[src/rtl/seq_det_pkg.sv]
// rtl/seq_det_pkg.sv - shared types and helpers for the programmable sequence detector
package seq_det_pkg;

    typedef enum logic {
        UNCFG = 1'b0,
        HUNT  = 1'b1
    } seq_state_e;

    // Width needed to hold a length value in the range 0..pat_w
    function automatic int calc_len_w(input int pat_w);
        return $clog2(pat_w + 1);
    endfunction

endpackage

[src/rtl/seq_det_match.sv]
// rtl/seq_det_match.sv - masked compare of candidate history against the loaded pattern
module seq_det_match
    import seq_det_pkg::*;
#(
    parameter int PAT_W = 8,
    parameter int LEN_W = calc_len_w(PAT_W)
) (
    input  logic [PAT_W-1:0] hist,
    input  logic [PAT_W-1:0] pat,
    input  logic [LEN_W-1:0] len,
    output logic             hit
);

    logic [PAT_W-1:0] mask;

    // Only the low len bits take part; newest bit sits in bit 0 on both sides
    always_comb begin
        mask = '0;
        for (int i = 0; i < PAT_W; i++) begin
            if (i < int'(len)) mask[i] = 1'b1;
        end
        hit = (((hist ^ pat) & mask) == '0);
    end

endmodule

[src/rtl/seq_det_param.sv]
// rtl/seq_det_param.sv - runtime-programmable serial sequence detector with match counter
module seq_det_param
    import seq_det_pkg::*;
#(
    parameter int PAT_W = 8,
    parameter int CNT_W = 16,
    parameter int LEN_W = calc_len_w(PAT_W)
) (
    input  logic             clk,
    input  logic             rst,
    input  logic             seq_in,
    input  logic             in_valid,
    input  logic             cfg_load,
    input  logic [PAT_W-1:0] cfg_pat,
    input  logic [LEN_W-1:0] cfg_len,
    input  logic             cfg_ovl,
    input  logic             cnt_clr,
    output logic             flag,
    output logic [CNT_W-1:0] match_cnt,
    output logic             cfg_err,
    output logic             armed
);

    seq_state_e       state_q, state_n;
    logic [PAT_W-1:0] pat_q, pat_n;
    logic [LEN_W-1:0] len_q, len_n;
    logic             ovl_q, ovl_n;
    logic [PAT_W-1:0] hist_q, hist_n;
    logic [LEN_W-1:0] fill_q, fill_n;
    logic             flag_n;
    logic [CNT_W-1:0] cnt_n;
    logic             err_n;

    logic [PAT_W-1:0] hist_shift;
    logic [LEN_W-1:0] fill_inc;
    logic             hit;
    logic             match;
    logic             cfg_legal;

    assign hist_shift = {hist_q[PAT_W-2:0], seq_in};
    assign fill_inc   = (fill_q == LEN_W'(PAT_W)) ? fill_q : fill_q + LEN_W'(1);
    assign cfg_legal  = (cfg_len >= LEN_W'(1)) && (cfg_len <= LEN_W'(PAT_W));

    seq_det_match #(
        .PAT_W (PAT_W),
        .LEN_W (LEN_W)
    ) u_match (
        .hist (hist_shift),
        .pat  (pat_q),
        .len  (len_q),
        .hit  (hit)
    );

    // A match needs a qualified bit while hunting, no load in the way, and enough history
    assign match = (state_q == HUNT) && in_valid && !cfg_load && (fill_inc >= len_q) && hit;

    // Next-state: configuration load takes priority over incoming data
    always_comb begin
        state_n = state_q;
        pat_n   = pat_q;
        len_n   = len_q;
        ovl_n   = ovl_q;
        hist_n  = hist_q;
        fill_n  = fill_q;
        err_n   = cfg_err;
        flag_n  = 1'b0;
        cnt_n   = match_cnt;

        if (cfg_load) begin
            hist_n = '0;
            fill_n = '0;
            if (cfg_legal) begin
                pat_n   = cfg_pat;
                len_n   = cfg_len;
                ovl_n   = cfg_ovl;
                err_n   = 1'b0;
                state_n = HUNT;
            end else begin
                err_n   = 1'b1;
                state_n = UNCFG;
            end
        end else if (state_q == HUNT && in_valid) begin
            hist_n = hist_shift;
            fill_n = fill_inc;
            if (match) begin
                flag_n = 1'b1;
                // Without overlap, bits already consumed by this match must not be reused
                if (!ovl_q) fill_n = '0;
            end
        end

        if (cnt_clr) begin
            cnt_n = match ? CNT_W'(1) : '0;
        end else if (match && match_cnt != {CNT_W{1'b1}}) begin
            cnt_n = match_cnt + CNT_W'(1);
        end
    end

    // State and output registers
    always_ff @(posedge clk) begin
        if (rst) begin
            state_q   <= UNCFG;
            pat_q     <= '0;
            len_q     <= '0;
            ovl_q     <= 1'b0;
            hist_q    <= '0;
            fill_q    <= '0;
            flag      <= 1'b0;
            match_cnt <= '0;
            cfg_err   <= 1'b0;
        end else begin
            state_q   <= state_n;
            pat_q     <= pat_n;
            len_q     <= len_n;
            ovl_q     <= ovl_n;
            hist_q    <= hist_n;
            fill_q    <= fill_n;
            flag      <= flag_n;
            match_cnt <= cnt_n;
            cfg_err   <= err_n;
        end
    end

    assign armed = (state_q == HUNT);

endmodule

[config.mk]
export PLATFORM = sky130hd
export DESIGN_NAME = seq_det_param
export DESIGN_NICKNAME = d
export VERILOG_FILES = /design/src/rtl/seq_det_pkg.sv /design/src/rtl/seq_det_match.sv /design/src/rtl/seq_det_param.sv
export SDC_FILE = /design/constraint.sdc
export NUM_CORES = 1
export LEC_CHECK = 0
export ABC_CLOCK_PERIOD_IN_PS = 6900
export CAP_MARGIN = 0
export CORE_MARGIN = 2
export CORE_UTILIZATION = 58
export CTS_BUF_LIST = sky130_fd_sc_hd__clkbuf_4 sky130_fd_sc_hd__clkbuf_8
export CTS_CLUSTER_DIAMETER = 50
export DETAILED_ROUTE_END_ITERATION = 8
export GPL_TIMING_DRIVEN = 1
export PLACE_DENSITY = 0.87
export SYNTH_ARGS = -nofsm -noshare
export SYNTH_HDL_FRONTEND = slang
export SYNTH_SLANG_ARGS = --single-unit
[constraint.sdc]
create_clock -name clk -period 6.9 [get_ports clk]
set_input_delay 1.38 -clock clk [delete_from_list [all_inputs] [get_ports clk]]
set_output_delay 1.38 -clock clk [all_outputs]
set_load 0.03 [all_outputs]
==> impl_metrics.yaml <==
outcome:
  status: "completed"
power_and_ir_drop:
  seq_power_share_pct: 57.8
  pwr-share-clk_pct: 32.0
  p_sw_uw: 108.1
  peakVddDrop_uv: 161.0
  p_comb_share_pct: 10.2
  power.internal_uw: 340.6
  switching_share_pct: 24.09
  power_leakage_uw: 0.0008849
  cellPowerDensity_nw_per_um2: 174.7
die:
  dieHeight_um: 64.29
  die_w_um: 64.29
  row_count: 21
  ios: 38
  die-area_um2: 4133
  core_area_um2: 3416
  initial_core_util_pct: 61.72
clock_tree:
  tritoncts: "done"
  clkLatencyLatePin_ns: 0.36
  clk_pin_slew_worst_paths_ns: 0.12
  cts_buffer_depth: 2
  cts_max_level: 2
  cts_made_buffers: 5
  holdBufCountCts: 0
  post_cts_buffers: 0
  cts_sinks: 43
  cts_resized: 0
  root_buffer: "clkbuf_4"
grt:
  track_usage_pct: 25.78
  antenna_found_initial: 0
  grt_pass1_vias: 1850
  grt_first_pass_wirelength_um: 8273
  grt_max_degree: 20
  grt_overflow: 0
worst_setup_path:
  reg2reg_slack_ns: 4.13
  reg2reg_to: "match_cnt[15]"
  worst_ep_arrival_time_ns: 3.40
  cp-end-kind: "flip-flop"
  worstPathMaxFanout: 18
  crit_required_ns: 7.20
  start_kind: "input port"
  reg2reg_from: "fill_q[0]"
  path_class: "input port to flip-flop"
  rr_worst_depth: 12
route:
  routed.top_layer: "met4"
  drc: 0
  drt_iter0_markers: 150
  wl_per_cell_um: 14.01
  num_vias: 1914
  dr_wl_met2_um: 2312
  wl_met1_um: 1994
  vias_per_cell: 5.818
  drt-total-wl_um: 4609
  ant_nets: 0
  drtPass1Iterations: 4
  met3_length_um: 213
timing:
  fmax_mhz: 322.8
  fin_crit_ns: 3.098
  rsz0062_at_grt: "no"
  maxSlewViolCount: 0
  tightest_slew_ns: 0.7073
  skew_ns: 0.006167
  slew-limit-headroom_pct: 52.73
  hold_violations: 0
  setup-violations-final: 0
  post-route-period-util_pct: 44.90
  fin_setup_tns_ns: 0
yosys:
  synthTopCellsByArea: "dfxtp_1, mux2i_1, a21oi_1"
  synthDistinctLibCells: 40
  synth_top_area_share_pct: 40.83
  synth-seq-area-share_pct: 40.83
  synth.most_common_cell: "dfxtp_1"
  yosys.area.top_type: "dfxtp_1"
  synthesis.nets: 273
  synth_flop_cell: "dfxtp_1"
  yosys_warnings: 0
  synth_edf_count: 0
  synth_common_cells: "dfxtp_1, a21oi_1, nand2_1"
  synth_cells: 247
  syn_avg_cell_area_um2: 8.536
  synth_area_um2: 2108
  async_flop_share_pct: 0
  ys_ff_latch: 43
min_path:
  holdPathStages: 2
  hold_start: "hist_q[6]"
  holdPathEnd: "hist_q[6]"
  hp-class: "flip-flop to flip-flop"
placed_design:
  io_buffers: 37
  gp_congestion: 0.8763
  placed_cell_area_um2: 2496
  placed_cells: 321
  hpwl_um: 3421
finish:
  antenna-diode-count: 0
  fin_area_um2: 2569
  nets: 308
  fin_cells: 329
  layout-drive-gt1-share_pct: 5.300
  area_growth_pct: 21.84
run:
  maxCapViolCount: 0
## placed cells by master (no fill, tap or decap), drive strengths merged, types with 2 or more instances in the layout
master,synthesis,final
xnor2,10,10
o21ai,11,11
ha,7,7
nand4,6,6
o22ai,2,2
inv,6,6
mux2i,14,14
nand2,27,27
clkbuf,6,8
and2,2,2
xor2,3,3
dfxtp,43,43
a211oi,2,2
nor2,22,22
o211ai,3,3
and3,2,2
or2,2,2
nor3,8,8
clkdlybuf4s50,0,37
or3,11,11
nand3,12,12
nor4,2,2
and4,2,2
nand2b,2,2
o21a,3,3
a21oi,27,27
## registers in the layout (all words and copies together), names as in the netlist
| register | count |
|---|---|
| armed | 1 |
| cfg_err | 1 |
| fill_q | 4 |
| flag | 1 |
| hist_q | 7 |
| len_q | 4 |
| match_cnt | 16 |
| ovl_q | 1 |
| pat_q | 8 |
## cell families after synthesis
logic type / synth area share (%)
multiplexers: 6.647
buffers and inverters: 2.967
AO/OA/AOI/OAI: 14.42
flip-flops: 40.83
adder cells (fa/ha/maj): 4.154
XOR/XNOR: 5.401
AND/OR/NAND/NOR: 25.58
## worst max-delay path, stage by stage
cell and delay (ns):
clkdlybuf4s50_1 0.51, and3b_1 0.25, o221ai_1 0.15, nor4_4 0.33, nand3_4 0.24, or3_1 0.39
a21oi_1 0.15
## layer usage
layer / vias up / track usage, %
li1: 954 / -
met1: 901 / 30.59
met2: 49 / 43.75
met3: 10 / 6.162
met4: 0 / 11.97
met5: - / 0
## per-stage QoR
step | total power, µW | util, % | worst slack (ns) | hold slack (ns)
floorplan | 291.5 | - | 4.204 | 0.4488
global placement | 309.3 | 73.08 | 3.480 | 0.4569
detailed placement | 310.5 | 73.08 | 3.404 | 0.4648
CTS | 450.0 | 75.20 | 3.786 | 0.4813
global route | 466.0 | 75.20 | 3.643 | 0.5157
finish | 448.8 | 75.20 | 3.802 | 0.4840
## power by group through the flow
| stage | clock network [µW] | registers, µW | logic, µW |
|---|---|---|---|
| 2_1_floorplan | 0 | 265 | 26.8 |
| 3_3_place_gp | 0 | 265 | 44.4 |
| 3_5_place_dp | 0 | 265 | 45.7 |
| 4_1_cts | 145 | 259 | 45.7 |
| 5_1_grt | 155 | 260 | 50.9 |
| 6_report | 144 | 259 | 45.7 |
## final cells by class
| type | count | area (µm²) |
|---|---|---|
| fillers | 262 | 847.1 |
| flip-flops and latches | 43 | 860.8 |
| inverters | 6 | 22.52 |
| multi-input cells | 189 | 1185 |
| clock buffers | 8 | 72.57 |
| repair buffers | 37 | 370.4 |
| well taps | 46 | 57.56 |
## worst max-delay path by stage
stage                        start             to  slack (ns)  cells past startpoint
after detailed placement  cfg_load  match_cnt[15]        3.40                      7
after CTS                 cfg_load  match_cnt[15]        3.79                      7
after global routing      cfg_load  match_cnt[15]        3.64                      7
after floorplan           cfg_load  match_cnt[12]        4.20                      6
final                     cfg_load  match_cnt[15]        3.80                      7
after global placement    cfg_load   match_cnt[6]        3.48                      7
Note: power is estimated with default switching activity, not from simulation.
